`src/rtl/nibble_serial_add_ctrl.sv`:
```
// Serial W-bit adder: one shared 4-bit adder slice is time-shared across the
// operand nibbles (LSB first) with the carry chained through a register.

module fourbit_adder (
    input  logic [3:0] a_i,
    input  logic [3:0] b_i,
    input  logic       c_i,
    output logic [3:0] sum_o,
    output logic       c_o
);
    assign {c_o, sum_o} = 5'(a_i) + 5'(b_i) + 5'(c_i);
endmodule

module nibble_serial_add_ctrl #(
    parameter int unsigned NIBBLES = 4
) (
    input  logic                 clk,
    input  logic                 rst,
    input  logic                 start,
    input  logic [4*NIBBLES-1:0] a_in,
    input  logic [4*NIBBLES-1:0] b_in,
    input  logic                 cin,
    output logic                 busy,
    output logic                 done,
    output logic [4*NIBBLES-1:0] sum_out,
    output logic                 cout
);
    localparam int unsigned W     = 4 * NIBBLES;
    localparam int unsigned IDX_W = (NIBBLES > 1) ? $clog2(NIBBLES) : 1;
    localparam int unsigned LAST  = NIBBLES - 1;

    typedef enum logic [1:0] {IDLE, RUN, DONE} state_t;

    state_t             state_q;
    logic [IDX_W-1:0]   idx_q;
    logic [W-1:0]       a_q;
    logic [W-1:0]       b_q;
    logic [W-1:0]       work_q;
    logic [W-1:0]       work_d;
    logic               carry_q;
    logic               busy_q;
    logic               done_q;
    logic [W-1:0]       sum_q;
    logic               cout_q;

    logic [3:0]         a_nib;
    logic [3:0]         b_nib;
    logic [3:0]         add_sum;
    logic               add_co;

    // Nibble select and work-register merge using constant slices only
    always_comb begin
        a_nib  = 4'h0;
        b_nib  = 4'h0;
        work_d = work_q;
        for (int i = 0; i < int'(NIBBLES); i++) begin
            if (idx_q == IDX_W'(i)) begin
                a_nib            = a_q[4*i +: 4];
                b_nib            = b_q[4*i +: 4];
                work_d[4*i +: 4] = add_sum;
            end
        end
    end

    fourbit_adder u_adder (
        .a_i   (a_nib),
        .b_i   (b_nib),
        .c_i   (carry_q),
        .sum_o (add_sum),
        .c_o   (add_co)
    );

    // Result is loaded on the last RUN edge so it is visible while done is high
    always_ff @(posedge clk) begin
        if (rst) begin
            state_q <= IDLE;
            idx_q   <= '0;
            a_q     <= '0;
            b_q     <= '0;
            work_q  <= '0;
            carry_q <= 1'b0;
            busy_q  <= 1'b0;
            done_q  <= 1'b0;
            sum_q   <= '0;
            cout_q  <= 1'b0;
        end else begin
            case (state_q)
                IDLE: begin
                    done_q <= 1'b0;
                    if (start) begin
                        a_q     <= a_in;
                        b_q     <= b_in;
                        carry_q <= cin;
                        idx_q   <= '0;
                        busy_q  <= 1'b1;
                        state_q <= RUN;
                    end
                end
                RUN: begin
                    work_q  <= work_d;
                    carry_q <= add_co;
                    idx_q   <= idx_q + IDX_W'(1);
                    if (idx_q == IDX_W'(LAST)) begin
                        sum_q   <= work_d;
                        cout_q  <= add_co;
                        done_q  <= 1'b1;
                        state_q <= DONE;
                    end
                end
                DONE: begin
                    done_q  <= 1'b0;
                    busy_q  <= 1'b0;
                    state_q <= IDLE;
                end
                default: begin
                    done_q  <= 1'b0;
                    busy_q  <= 1'b0;
                    state_q <= IDLE;
                end
            endcase
        end
    end

    assign busy    = busy_q;
    assign done    = done_q;
    assign sum_out = sum_q;
    assign cout    = cout_q;

endmodule

```
`config.mk`:
```
export PLATFORM = sky130hd
export DESIGN_NAME = nibble_serial_add_ctrl
export DESIGN_NICKNAME = d
export VERILOG_FILES = /design/src/rtl/nibble_serial_add_ctrl.sv
export SDC_FILE = /design/constraint.sdc
export NUM_CORES = 1
export LEC_CHECK = 0
export ABC_AREA = 1
export CAP_MARGIN = 20
export CORE_ASPECT_RATIO = 1.5
export CORE_MARGIN = 3
export CORE_UTILIZATION = 46
export CTS_BUF_LIST = sky130_fd_sc_hd__clkbuf_8
export DETAILED_ROUTE_END_ITERATION = 8
export PLACE_DENSITY = 0.71
export SYNTH_ARGS = -nofsm -noshare
export SYNTH_HDL_FRONTEND = slang
export SYNTH_HIERARCHICAL = 1
export SYNTH_SLANG_ARGS = --single-unit
```
`constraint.sdc`:
```
create_clock -name clk -period 2.7 [get_ports clk]
set_input_delay 0.27 -clock clk [delete_from_list [all_inputs] [get_ports clk]]
set_output_delay 0.27 -clock clk [all_outputs]
set_load 0.1 [all_outputs]
```
==> flow_metrics.tcl <==
set metrics [dict create \
    layout_worst_path_cycle_share_pct 94.66 \
    numCtsBuffers 9 \
    yosysSeqAreaShare_pct 45.11 \
    cp_max_fo 13 \
    dp_hpwl_um 5262 \
    clk_pin_slew_worst_paths_ps 80 \
    postLayoutCoreUtil_pct 60.98 \
    dpl.cell_count 532 \
    fin_crit_ps 2556 \
    critPathLaunchType "flop" \
    rsz0062_at_grt "false" \
    clock_sinks 68 \
    fill_cells 574 \
    io_pins 55 \
    synth_top_area_cell "dfxtp_1" \
    synthCells 416 \
    max_cap_violations 0 \
    critical_path_class "flop to flop" \
    area_delta_synth_final_pct 26.53 \
    vias 2772 \
    path_cells "inv_1, ha_1, buf_4, a21oi_1, a21o_1, nand2_1, fa_2, inv_1, fa_2, xnor2_1, inv_1, nand2_1, o21ai_0, a21oi_1" \
    wire_per_inst_um 12.84 \
    critPathMaxStageDelay_ps 410 \
    p_leak_nw 1.722 \
    cts_tree "yes" \
    clk_latency_ps 350 \
    avgSynthCellArea_um2 7.255 \
    core_area_mm2 0.006262 \
    synth_seq_cells 68 \
    postPlaceCellArea_mm2 0.003565 \
    fin_setup_tns_ps 0 \
    ys_types 23 \
    grt_pass1_vias 2569 \
    die-area_mm2 0.007589 \
    cts.path.max_buffers 2 \
    dr.pass1.iters 4 \
    yosysMostFrequentCell "nor2_1" \
    hold_viol 0 \
    track_usage_pct 19.64 \
    cp.arrival_ps 2830 \
    die_w_um 72.14 \
    worstMarginPinSlew_ps 509.6 \
    yosys-top-cells-area "dfxtp_1, nor2_1, o21ai_0" \
    finalPower_mw 2.544 \
    ir_drop_uv 336.1 \
    row_count 35 \
    start_util_pct 48.19 \
    whs_ps 470.7 \
    yosysWarnings 6 \
    nets 514 \
    routed_wl_um 7038 \
    clock_skew_ps 11.60 \
    drc 0 \
    drt.antenna.violating_nets 0 \
    grt_overflow_total 0 \
    drt-initial-drc-count 127 \
    finalSetupViolCount 0 \
    required_ps 2970 \
    cts_setup_buffers 0 \
    antenna_found_initial 0 \
    viasPerCell 5.058 \
    hold_class "flop to flop" \
    synth_nets 461 \
    io_buffers 54 \
    grt_max_degree 33 \
    drive_gt1_share_pct 14.98 \
    crit_path_end_kind "flop" \
    grt_pass1_wl_um 11650 \
    syn_area_mm2 0.003018 \
    run_status "complete, no violations" \
    yosysTopAreaCellShare_pct 45.11 \
    die_h_um 105.2 \
    cts_root_buffer "clkbuf_8" \
    slew-limit-headroom_pct 65.98 \
    async_flop_share_pct 0 \
    synth_flop_cell "dfxtp_1" \
    fmax_mhz 391.3 \
    synth_common_cells "nor2_1, o21ai_0, dfxtp_1" \
    diodes 0 \
    cpMostUsedCell "inv_1" \
    worst_slack_ps 144.2 \
    layout.cells.non_filler 548 \
    powerDensity_mw_per_mm2 666.3 \
    final_max_slew_viol_count 0 \
    crit_path_top_delay_cell "fa_2" \
    cts_max_level 3 \
    dpl_worst_slack_ps 17.70 \
    place.gp.congestion 0.8637 \
    synth_edf_count 0 \
    finalInstanceArea_mm2 0.003819 \
]
worst max-delay path, delay by kind of cell, from the launching register on:
family	cells	cell delay, ps
fa+ha+maj	3	870
compound gates	4	520
flops	1	360
xor+xnor	1	120
buf+inv	4	460
simple gates	2	150
flip-flops by register name, summed over array words and instances, names as in the netlist:
name,flops
a_q,16
b_q,16
sum_out,16
work_q,12
idx_q,2
state_q,2
busy,1
carry_q,1
cout,1
done,1
final cells by class:
cell class                 instances  area, µm²  area share, %
timing repair buffer              67      603.1          15.79
inverter                          20      75.07          1.966
sequential                        68       1364          35.71
multi-input combinational        303       1444          37.81
clock buffer                       9      123.9          3.244
clock inverter                     7      116.4          3.047
tap                               74      92.59          2.425
repair_timing:
item / in CTS / in global routing
endpoints found under the setup margin: 0 / 19
hold buffers: 0 / 0
gates resized for setup: 0 / 14
path summary, 6_finish.rpt:
kind,startpoint,end,slack (ps),cells past startpoint
worst max-delay path,idx_q[0],work_q[10],140,14
worst min-delay path,sum_out[13],sum_out[13],470,2
worst max register to register,idx_q[0],work_q[10],140,14
worst min register to register,sum_out[13],sum_out[13],470,2
power breakdown:
part | leakage [nW] | switching, mW | total, mW | internal (mW)
combinational | 1.04 | 0.256 | 0.436 | 0.181
clock | 0.125 | 0.393 | 1.00 | 0.611
sequential | 0.559 | 0.0359 | 1.10 | 1.07
layout by cell type (no fill, tap or decap):
cell,netlist,final
inv_1,15,13
nor3_1,2,2
bufinv_16,0,3
inv_2,5,8
o21ai_0,72,67
ha_1,7,6
nand2_1,60,60
clkinv_4,0,2
ha_2,0,1
dfxtp_2,0,2
a21oi_2,2,2
nor2_1,106,106
clkbuf_8,0,9
buf_4,5,31
xnor2_1,1,1
nor2_2,3,3
nand3_1,20,20
buf_12,0,1
clkinv_2,0,1
nand2_2,3,3
o21ai_2,0,1
a21oi_1,14,14
clkdlybuf4s50_1,0,35
dfxtp_1,68,66
fa_2,0,2
a21o_1,8,8
o21ai_1,1,5
or2_2,2,2
per-layer routing:
metal  track usage, %  wire (µm)  vias to the layer above
li1                 -          -                     1447
met2            34.16       3614                       64
met1            22.34       2938                     1244
met5                0          0                        -
met3            4.139        288                       17
met4            8.871        197                        0
logic make-up (layout without fill, tap and decap cells):
group	count (synthesis)	in the layout	synth area share, %
buffers and inverters	45	103	7.421
adder cells (fa/ha/maj)	9	9	4.229
XOR/XNOR	1	1	0.2903
AND/OR/NAND/NOR	196	196	25.95
flip-flops	68	68	45.11
AO/OA/AOI/OAI	97	97	17.00
No activity file was read; power rests on OpenSTA's default activity.
